File: src/rtl/approx_mult_pkg.sv
// Shared mode constants and helpers for the pipelined approximate multiplier.
// The testbench reuses comp4_approx so it follows the same 4:2 compressor rule.
package approx_mult_pkg;

  typedef enum logic {
    MODE_EXACT  = 1'b0,
    MODE_APPROX = 1'b1
  } mode_e;

  // Number of partial-product bits landing in column k of a width x width array.
  function automatic int col_height(input int width, input int k);
    if (k < 0 || k > 2 * width - 2) return 0;
    return (k < width) ? k + 1 : 2 * width - 1 - k;
  endfunction

  // Approximate 4:2 compressor: returns {carry, sum}.
  function automatic logic [1:0] comp4_approx(input logic [3:0] x);
    logic w1;
    logic w2;
    w1 = x[0] | x[1];
    w2 = x[2] | x[3];
    return {w1 & w2, w1 ^ w2};
  endfunction

endpackage

File: src/rtl/approx_col_compress.sv
// One product column: either passes its partial products through unchanged or
// replaces them with approximate 4:2 group outputs (sums at weight k, carries at k+1).
module approx_col_compress
  import approx_mult_pkg::*;
#(
  parameter int K           = 0,
  parameter int H           = 1,
  parameter int APPROX_COLS = 0,
  localparam int G          = (H + 3) / 4
) (
  input  logic         mode,
  input  logic [H-1:0] col,
  output logic [H-1:0] bits,
  output logic [G-1:0] carries
);

  localparam bit COL_APPROX = (K < APPROX_COLS);

  logic [4*G-1:0] padded;
  logic [1:0]     cs;

  // Bit 0 of col is the lowest row; groups of four are zero-padded at the top.
  assign padded = (4*G)'(col);

  always_comb begin
    bits    = col;
    carries = '0;
    cs      = '0;
    if (COL_APPROX && mode == MODE_APPROX) begin
      bits = '0;
      for (int g = 0; g < G; g++) begin
        cs         = comp4_approx(padded[4*g +: 4]);
        bits[g]    = cs[0];
        carries[g] = cs[1];
      end
    end
  end

endmodule

File: src/rtl/approx_mult_pipe.sv
// Pipelined WIDTH x WIDTH unsigned multiplier with per-beat exact/approximate mode.
// Optional error monitor (exact shadow product, err_mag/err_max) under APPROX_ERR_MON_EN.
module approx_mult_pipe
  import approx_mult_pkg::*;
#(
  parameter int WIDTH       = 8,
  parameter int APPROX_COLS = WIDTH
) (
  input  logic               clk,
  input  logic               rst,
  input  logic               in_valid,
  output logic               in_ready,
  input  logic [WIDTH-1:0]   in_a,
  input  logic [WIDTH-1:0]   in_b,
  input  logic               in_approx,
  output logic               out_valid,
  input  logic               out_ready,
  output logic [2*WIDTH-1:0] out_p,
  output logic               out_approx
`ifdef APPROX_ERR_MON_EN
  ,
  output logic [2*WIDTH-1:0] err_mag,
  output logic [2*WIDTH-1:0] err_max
`endif
);

  localparam int PW   = 2 * WIDTH;
  localparam int NCOL = 2 * WIDTH - 1;

  // Handshake: a beat moves across an interface on a rising edge where valid and
  // ready are both high; valid and its data hold until that edge, ready may be
  // combinational from downstream ready, and a stage loads when its register is
  // empty or is being emptied in the same cycle.
  logic v1, v2, v3;
  logic stage1_ready, stage2_ready, stage3_ready;

  assign stage3_ready = ~v3 | out_ready;
  assign stage2_ready = ~v2 | stage3_ready;
  assign stage1_ready = ~v1 | stage2_ready;
  assign in_ready     = stage1_ready;

  logic [WIDTH-1:0] bits_d  [NCOL];
  logic [WIDTH-1:0] carry_d [NCOL];

  for (genvar k = 0; k < NCOL; k++) begin : g_col
    localparam int H   = col_height(WIDTH, k);
    localparam int ILO = (k < WIDTH) ? 0 : k - WIDTH + 1;
    localparam int G   = (H + 3) / 4;

    logic [H-1:0] col;
    logic [H-1:0] bits;
    logic [G-1:0] carries;

    // col[m] is pp[i][j] with row i = ILO+m ascending.
    for (genvar m = 0; m < H; m++) begin : g_pp
      assign col[m] = in_a[k-ILO-m] & in_b[ILO+m];
    end

    approx_col_compress #(
      .K           (k),
      .H           (H),
      .APPROX_COLS (APPROX_COLS)
    ) u_cmp (
      .mode    (in_approx),
      .col     (col),
      .bits    (bits),
      .carries (carries)
    );

    assign bits_d[k]  = WIDTH'(bits);
    assign carry_d[k] = WIDTH'(carries);
  end

  // Stage 1: compressed column bits.
  logic [WIDTH-1:0] s1_bits  [NCOL];
  logic [WIDTH-1:0] s1_carry [NCOL];
  logic             s1_approx;

  always_ff @(posedge clk) begin
    if (rst) begin
      v1        <= 1'b0;
      s1_approx <= 1'b0;
      for (int k = 0; k < NCOL; k++) begin
        s1_bits[k]  <= '0;
        s1_carry[k] <= '0;
      end
    end else if (stage1_ready) begin
      v1 <= in_valid;
      if (in_valid) begin
        s1_approx <= in_approx;
        for (int k = 0; k < NCOL; k++) begin
          s1_bits[k]  <= bits_d[k];
          s1_carry[k] <= carry_d[k];
        end
      end
    end
  end

  // Carry-save reduction of every bit row down to a sum row and a carry row.
  logic [PW-1:0] acc_s, acc_c, row, crow, tsum;

  always_comb begin
    acc_s = '0;
    acc_c = '0;
    row   = '0;
    crow  = '0;
    tsum  = '0;
    for (int r = 0; r < WIDTH; r++) begin
      row  = '0;
      crow = '0;
      for (int k = 0; k < NCOL; k++) begin
        row[k]    = s1_bits[k][r];
        crow[k+1] = s1_carry[k][r];
      end
      tsum  = acc_s ^ acc_c ^ row;
      acc_c = ((acc_s & acc_c) | (acc_s & row) | (acc_c & row)) << 1;
      acc_s = tsum;
      tsum  = acc_s ^ acc_c ^ crow;
      acc_c = ((acc_s & acc_c) | (acc_s & crow) | (acc_c & crow)) << 1;
      acc_s = tsum;
    end
  end

  logic [PW-1:0] s2_s, s2_c, s3_p;
  logic          s2_approx, s3_approx;

  always_ff @(posedge clk) begin
    if (rst) begin
      v2        <= 1'b0;
      s2_s      <= '0;
      s2_c      <= '0;
      s2_approx <= 1'b0;
    end else if (stage2_ready) begin
      v2 <= v1;
      if (v1) begin
        s2_s      <= acc_s;
        s2_c      <= acc_c;
        s2_approx <= s1_approx;
      end
    end
  end

  always_ff @(posedge clk) begin
    if (rst) begin
      v3        <= 1'b0;
      s3_p      <= '0;
      s3_approx <= 1'b0;
    end else if (stage3_ready) begin
      v3 <= v2;
      if (v2) begin
        s3_p      <= s2_s + s2_c;
        s3_approx <= s2_approx;
      end
    end
  end

  assign out_valid  = v3;
  assign out_p      = s3_p;
  assign out_approx = s3_approx;

`ifdef APPROX_ERR_MON_EN
  logic [PW-1:0] s1_exact, s2_exact, s3_exact;

  always_ff @(posedge clk) begin
    if (rst) begin
      s1_exact <= '0;
      s2_exact <= '0;
      s3_exact <= '0;
    end else begin
      if (stage1_ready && in_valid) s1_exact <= PW'(in_a) * PW'(in_b);
      if (stage2_ready && v1)       s2_exact <= s1_exact;
      if (stage3_ready && v2)       s3_exact <= s2_exact;
    end
  end

  // Approximation only ever drops weight, so the difference is non-negative.
  assign err_mag = s3_approx ? (s3_exact - s3_p) : '0;

  always_ff @(posedge clk) begin
    if (rst) begin
      err_max <= '0;
    end else if (out_valid && out_ready && (err_mag > err_max)) begin
      err_max <= err_mag;
    end
  end
`endif

endmodule

File: config.mk
export PLATFORM = sky130hd
export DESIGN_NAME = approx_mult_pipe
export DESIGN_NICKNAME = d
export VERILOG_FILES = /design/src/rtl/approx_mult_pkg.sv /design/src/rtl/approx_col_compress.sv /design/src/rtl/approx_mult_pipe.sv
export SDC_FILE = /design/constraint.sdc
export NUM_CORES = 1
export LEC_CHECK = 0
export BUFFER_PORTS_ARGS = -buffer_cell sky130_fd_sc_hd__buf_2
export CAP_MARGIN = 20
export CORE_UTILIZATION = 62
export CTS_CLUSTER_DIAMETER = 80
export DETAILED_ROUTE_END_ITERATION = 6
export PLACE_DENSITY_LB_ADDON = 0.15
export SYNTH_ARGS = -nofsm -noshare
export SYNTH_HDL_FRONTEND = slang
export SYNTH_SLANG_ARGS = --single-unit
export TNS_END_PERCENT = 10
File: constraint.sdc
create_clock -name clk -period 7.4 [get_ports clk]
set_input_delay 1.11 -clock clk [delete_from_list [all_inputs] [get_ports clk]]
set_output_delay 1.11 -clock clk [all_outputs]
set_load 0.01 [all_outputs]
==> results of run 1 <==
## area by class of cell
class / instances / area (sq um) / area share (%)
multi-input combinational: 459 / 3930 / 45.8
sequential: 117 / 3060 / 35.7
inverter: 150 / 563 / 6.56
clock buffer: 20 / 437 / 5.09
timing repair buffer: 42 / 218 / 2.54
tap: 168 / 210 / 2.45
clock inverter: 12 / 160 / 1.87
## per-layer routing
layer / vias up / wire length, um / GRT usage (%) / part of all wire [%]
met5: - / 0 / 0 / 0
met4: 0 / 295 / 10.4 / 2.1
met1: 2530 / 6300 / 30.1 / 44
li1: 2529 / - / - / -
met2: 116 / 7240 / 40.7 / 50
met3: 26 / 554 / 5.95 / 3.9
## state kept, by name (all words and copies together) (netlist names)
register,flops
v2,1
out_valid,1
out_approx,1
s2_s,16
s1_carry,8
s1_approx,1
s2_approx,1
s1_bits,64
v1,1
out_p,16
s2_c,7
## metrics by stage
step / hold WS, ns / utilization, %
floorplan: 0.432 / -
global placement: 0.438 / 66.2
detailed placement: 0.449 / 66.2
CTS: 0.457 / 71.1
global route: 0.476 / 71.2
finish: 0.454 / 71.2
## worst max-delay path, stage by stage (launching register included)
cell and delay [ns]:
edfxtp_1 0.37, ha_1 0.33, fa_1 0.52, fa_1 0.57, inv_1 0.07, fa_1 0.55, inv_1 0.05, ha_1 0.26
inv_1 0.05, fa_1 0.53, inv_1 0.04, ha_1 0.26, inv_1 0.05, fa_1 0.52, inv_1 0.04, ha_1 0.26
inv_1 0.05, fa_1 0.52, inv_1 0.04, ha_1 0.30, fa_1 0.48, ha_1 0.30, ha_1 0.29, ha_1 0.29
nand2_1 0.06, a21oi_1 0.07
## placed cells by master (no fill, tap or decap), drive strengths merged, types with 4 or more instances in the layout
cell,netlist,routed
inv,150,150
ha,125,125
nand2,97,97
edfxtp,72,72
and3,50,50
a21oi,49,49
dfxtp,45,45
buf,16,42
fa,40,40
nor2,28,28
clkbuf,17,20
and2,16,16
a22o,8,8
xnor2,8,8
nor2b,7,7
clkinv,0,7
xor2,4,4
bufinv,0,4
o21ai,4,4
## report_power, final
part / leakage, nW / internal (mW) / switching (mW)
registers: 1.14 / 0.755 / 0.0261
logic: 2.95 / 0.687 / 0.818
clock network: 0.292 / 0.556 / 0.286
## cell families (layout without fill, tap and decap cells)
logic type               count (synthesis)  in the layout  synth area share [%]
flip-flops                             117            117                  39.7
XOR/XNOR                                13             13                  1.66
AND/OR/NAND/NOR                        206            206                  12.9
adder cells (fa/ha/maj)                165            165                  30.7
buffers and inverters                  183            224                  9.25
AO/OA/AOI/OAI                           75             75                  5.76
## final timing paths
check,from,cells past startpoint,end
setup / recovery,s1_carry[7][0],25,s2_s[8]
hold reg to reg,out_p[5],2,out_p[5]
setup reg to reg,s1_carry[7][0],25,s2_s[8]
hold / removal,out_p[5],2,out_p[5]
==> flow_metrics.py, run 1 <==
metrics = {
    "yosys": {
        "synth_edf_count": 72,
        "seq_area_frac_synth_pct": 39.7,
        "synth_area_sq_mm": 0.00771,
        "synthArstFlopShare_pct": 0,
        "synth.largest_area_cell": "edfxtp_1",
        "yosysTopAreaCellShare_pct": 28.1,
        "yosysMostFrequentCell": "inv_1",
        "synth_cells": 759,
        "synth_area_leaders": "edfxtp_1 (28%), ha_1 (20%), dfxtp_1 (12%)",
        "synth_common_cells": "inv_1 (150), ha_1 (125), nand2_1 (97), edfxtp_1 (72), and3_1 (50)",
        "synth.avg_cell_area_sq_um": 10.2,
        "yosys_warnings": 0,
        "syn_nets": 945,
        "synth_seq_cells": 117,
        "ys.flop_type": "edfxtp_1",
        "synth_cell_types": 39,
    },
    "placement": {
        "dp_hpwl_um": 9770,
        "portBuffers": 39,
        "gp_congestion": 0.784,
        "placed_area_sq_mm": 0.00798,
        "place_ws_ns": 0.342,
        "dp_cells": 935,
    },
    "clock_tree": {
        "post_cts_buffers": 0,
        "ctsHoldBuffers": 0,
        "tritoncts": "built",
        "numCtsBuffers": 17,
        "cts_sinks": 117,
        "cts-root-buf": "clkbuf_16",
        "cts-resized-gates": 0,
        "cts_buffer_depth": 2,
        "clk_pin_slew_ns": 0.05,
        "clk_latency_ns": 0.42,
        "h-tree-depth": 4,
    },
    "power_and_ir_drop": {
        "power_mw": 3.13,
        "power.leakage_nw": 4.39,
        "powerDensity_mw_per_mm2": 364,
        "ir_drop_v": 0.000232,
    },
    "critical_path": {
        "rrSetupSlack_ns": 0.36,
        "worst-path-max-fanout": 1,
        "critPathKind": "register to register",
        "endpoint_kind": "register",
        "start_kind": "register",
        "arrival_ns": 7.30,
        "critPathRequiredTime_ns": 7.66,
    },
    "drt": {
        "dr.pass1.iters": 5,
        "drc": 0,
        "routed_wl_um": 14400,
        "ant_nets": 0,
        "vias_per_cell": 5.37,
        "vias": 5201,
        "wl_per_cell_um": 14.9,
        "drtIter0Drc": 327,
    },
    "timing": {
        "tightestPinTransition_ns": 0.958,
        "finalHoldViolCount": 0,
        "finalMaxSlewViolations": 0,
        "finalCriticalPeriod_ns": 7.04,
        "grt_setup_unrepaired": "no",
        "maxSlewHeadroom_pct": 36.1,
        "max_freq_mhz": 142,
        "setup_violations": 0,
        "finClkSkew_ns": 0.00704,
        "layout_setup_ws_ns": 0.364,
        "final.period_utilization_pct": 95.1,
        "tns_ns": 0,
    },
    "grt": {
        "grt_pass1_wl_um": 23800,
        "grt_pass1_vias": 5113,
        "overflow": 0,
        "grt_usage_pct": 24.3,
        "grt_max_degree": 74,
        "antenna_found_initial": 0,
    },
    "finish": {
        "drive_gt1_share_pct": 9.38,
        "layout.nets": 973,
        "fill_cells": 895,
        "postLayoutCellArea_sq_mm": 0.00858,
        "antenna_cells": 0,
        "syn_to_final_growth_pct": 11.4,
        "fin_cells": 968,
    },
    "hold_path": {
        "hold_path.class": "register to register",
    },
    "die": {
        "start_util_pct": 63.9,
        "die_y_um": 113,
        "boundaryPins": 40,
        "core_area_sq_mm": 0.0121,
        "die_area_sq_mm": 0.0129,
        "die_w_um": 113,
        "rows": 40,
    },
    "run": {
        "max_cap_viol_count": 0,
    },
    "run_status": {
        "status": "finished clean",
    },
}
No activity file was read; power rests on OpenSTA's default activity.
==> inputs of run 2 (changes only) <==
Settings changed: GPL_TIMING_DRIVEN set to 0.
==> flow_metrics.py, run 2 (synthesis gave the netlist of run 1 again) <==
metrics = {
    "timing": {
        "tns_ns": 0,
        "final.period_utilization_pct": 95.0,
        "finClkSkew_ns": 0.00732,
        "finalMaxSlewViolations": 0,
        "finalCriticalPeriod_ns": 7.03,
        "tightestPinTransition_ns": 0.586,
        "finalHoldViolCount": 0,
        "grt_setup_unrepaired": "no",
        "max_freq_mhz": 142,
        "fin_worst_hold_slack_ns": 0.447,
        "setup_violations": 0,
        "maxSlewHeadroom_pct": 60.9,
    },
    "placement": {
        "dp_hpwl_um": 11000,
        "dp_cells": 965,
        "portBuffers": 37,
        "gp_congestion": 0.850,
    },
    "drt": {
        "vias_per_cell": 5.34,
        "vias": 5324,
        "dr.pass1.iters": 5,
        "routed_wl_um": 15200,
        "ant_nets": 0,
        "drc": 0,
        "wl_per_cell_um": 15.3,
        "drtIter0Drc": 365,
    },
    "clock_tree": {
        "numCtsBuffers": 17,
        "post_cts_buffers": 0,
        "tritoncts": "built",
        "cts-root-buf": "clkbuf_16",
        "clk_latency_ns": 0.42,
        "h-tree-depth": 4,
        "cts-resized-gates": 0,
        "clk_pin_slew_ns": 0.05,
        "cts_sinks": 117,
        "cts_buffer_depth": 2,
        "ctsHoldBuffers": 0,
    },
    "critical_path": {
        "worst-path-max-fanout": 1,
        "start_kind": "register",
        "crit_family": "adder cells",
        "crit_path_top_delay_cell": "fa_1",
        "endpoint_kind": "register",
        "critPathRequiredTime_ns": 7.69,
        "arrival_ns": 7.32,
        "rrSetupSlack_ns": 0.37,
        "critPathMaxStageDelay_ns": 0.56,
        "cp_num_buf_inv": 8,
        "critPathKind": "register to register",
    },
    "run": {
        "max_cap_viol_count": 0,
    },
    "die": {
        "rows": 40,
        "die_y_um": 113,
        "boundaryPins": 40,
        "core_area_sq_mm": 0.0121,
        "die_w_um": 113,
        "start_util_pct": 63.9,
        "die_area_sq_mm": 0.0129,
    },
    "grt": {
        "antenna_found_initial": 0,
        "gr-max-usage-layer": "met2",
        "overflow": 0,
        "grt_usage_pct": 25.5,
        "grt_pass1_wl_um": 24700,
        "gr-usage-met3_pct": 4.62,
        "grt_max_degree": 51,
        "use_met1_pct": 32.6,
        "grt_pass1_vias": 5230,
        "met2_usage_pct": 42.7,
    },
    "finish": {
        "drive_gt1_share_pct": 10.4,
        "layout.nets": 1002,
        "syn_to_final_growth_pct": 12.7,
        "largest_register_ffs": 64,
        "largest_register": "s1_bits",
        "fin_util_pct": 72.0,
        "layout_commonest_cell": "inv_1",
        "antenna_cells": 0,
        "fin_cells": 997,
        "layout_common_cells": "inv_1 (150), ha_1 (125), nand2_1 (96), edfxtp_1 (72), and3_1 (50)",
    },
    "hold_path": {
        "hold_path.class": "register to register",
    },
    "power_and_ir_drop": {
        "power.leakage_nw": 4.45,
        "power_mw": 3.13,
        "powerDensity_mw_per_mm2": 360,
        "ir_drop_v": 0.000261,
    },
    "run_status": {
        "status": "finished clean",
    },
}
[run 2: cell count changes in the layout (fill, tap and decap cells not counted), sizes merged]
cell	delta
buf	+12
clkinv	+1
clkbuf	+18
bufinv	-2
[run 2: final timing paths]
path / startpoint / end / depth (start not counted)
worst min register to register: out_p[0] / out_p[0] / 2
worst max-delay path: s1_carry[7][0] / s2_s[8] / 25
worst min-delay path: out_p[0] / out_p[0] / 2
worst max register to register: s1_carry[7][0] / s2_s[8] / 25
[run 2: area by class of cell]
| type | count | area, sq um |
|---|---|---|
| plain buffers | 33 | 150 |
| repair buffers | 38 | 213 |
| clock buffers | 21 | 440 |
| inverters | 150 | 563 |
| flip-flops and latches | 117 | 3060 |
| fillers | 898 | 3370 |
| well taps | 168 | 210 |
| multi-input cells | 459 | 3940 |
| clock inverters | 11 | 110 |
[run 2: stage by stage]
step	cell area [sq um]	worst slack (ns)
2_1_floorplan	7710	0.635
3_3_place_gp	8100	0.426
3_5_place_dp	8140	0.434
4_1_cts	8690	0.307
5_1_grt	8690	0.0919
6_report	8690	0.367
[run 2: report_power, final]
group / internal (mW) / switching, mW
registers: 0.755 / 0.0260
clock network: 0.489 / 0.290
logic: 0.711 / 0.858
total: 1.95 / 1.17
[run 2: layer usage]
layer / vias up / share of wire [%] / wire length [um]
li1: 2584 / - / -
met1: 2575 / 43 / 6500
met2: 139 / 50 / 7660
met3: 26 / 5.1 / 771
met4: 0 / 1.9 / 296
met5: - / 0 / 0
[run 2: worst reg2reg max path: stages (launching register included)]
cell      delay [ns]
edfxtp_1        0.37
ha_1            0.33
fa_1            0.51
fa_1            0.56
inv_1           0.06
fa_1            0.54
inv_1           0.04
ha_1            0.27
inv_1           0.05
fa_1            0.53
inv_1           0.04
ha_1            0.26
inv_1           0.05
fa_1            0.52
inv_1           0.04
ha_1            0.26
inv_1           0.05
fa_1            0.54
inv_1           0.06
ha_1            0.32
fa_1            0.49
ha_1            0.30
ha_1            0.30
ha_1            0.29
nand2_1         0.06
a21oi_1         0.06
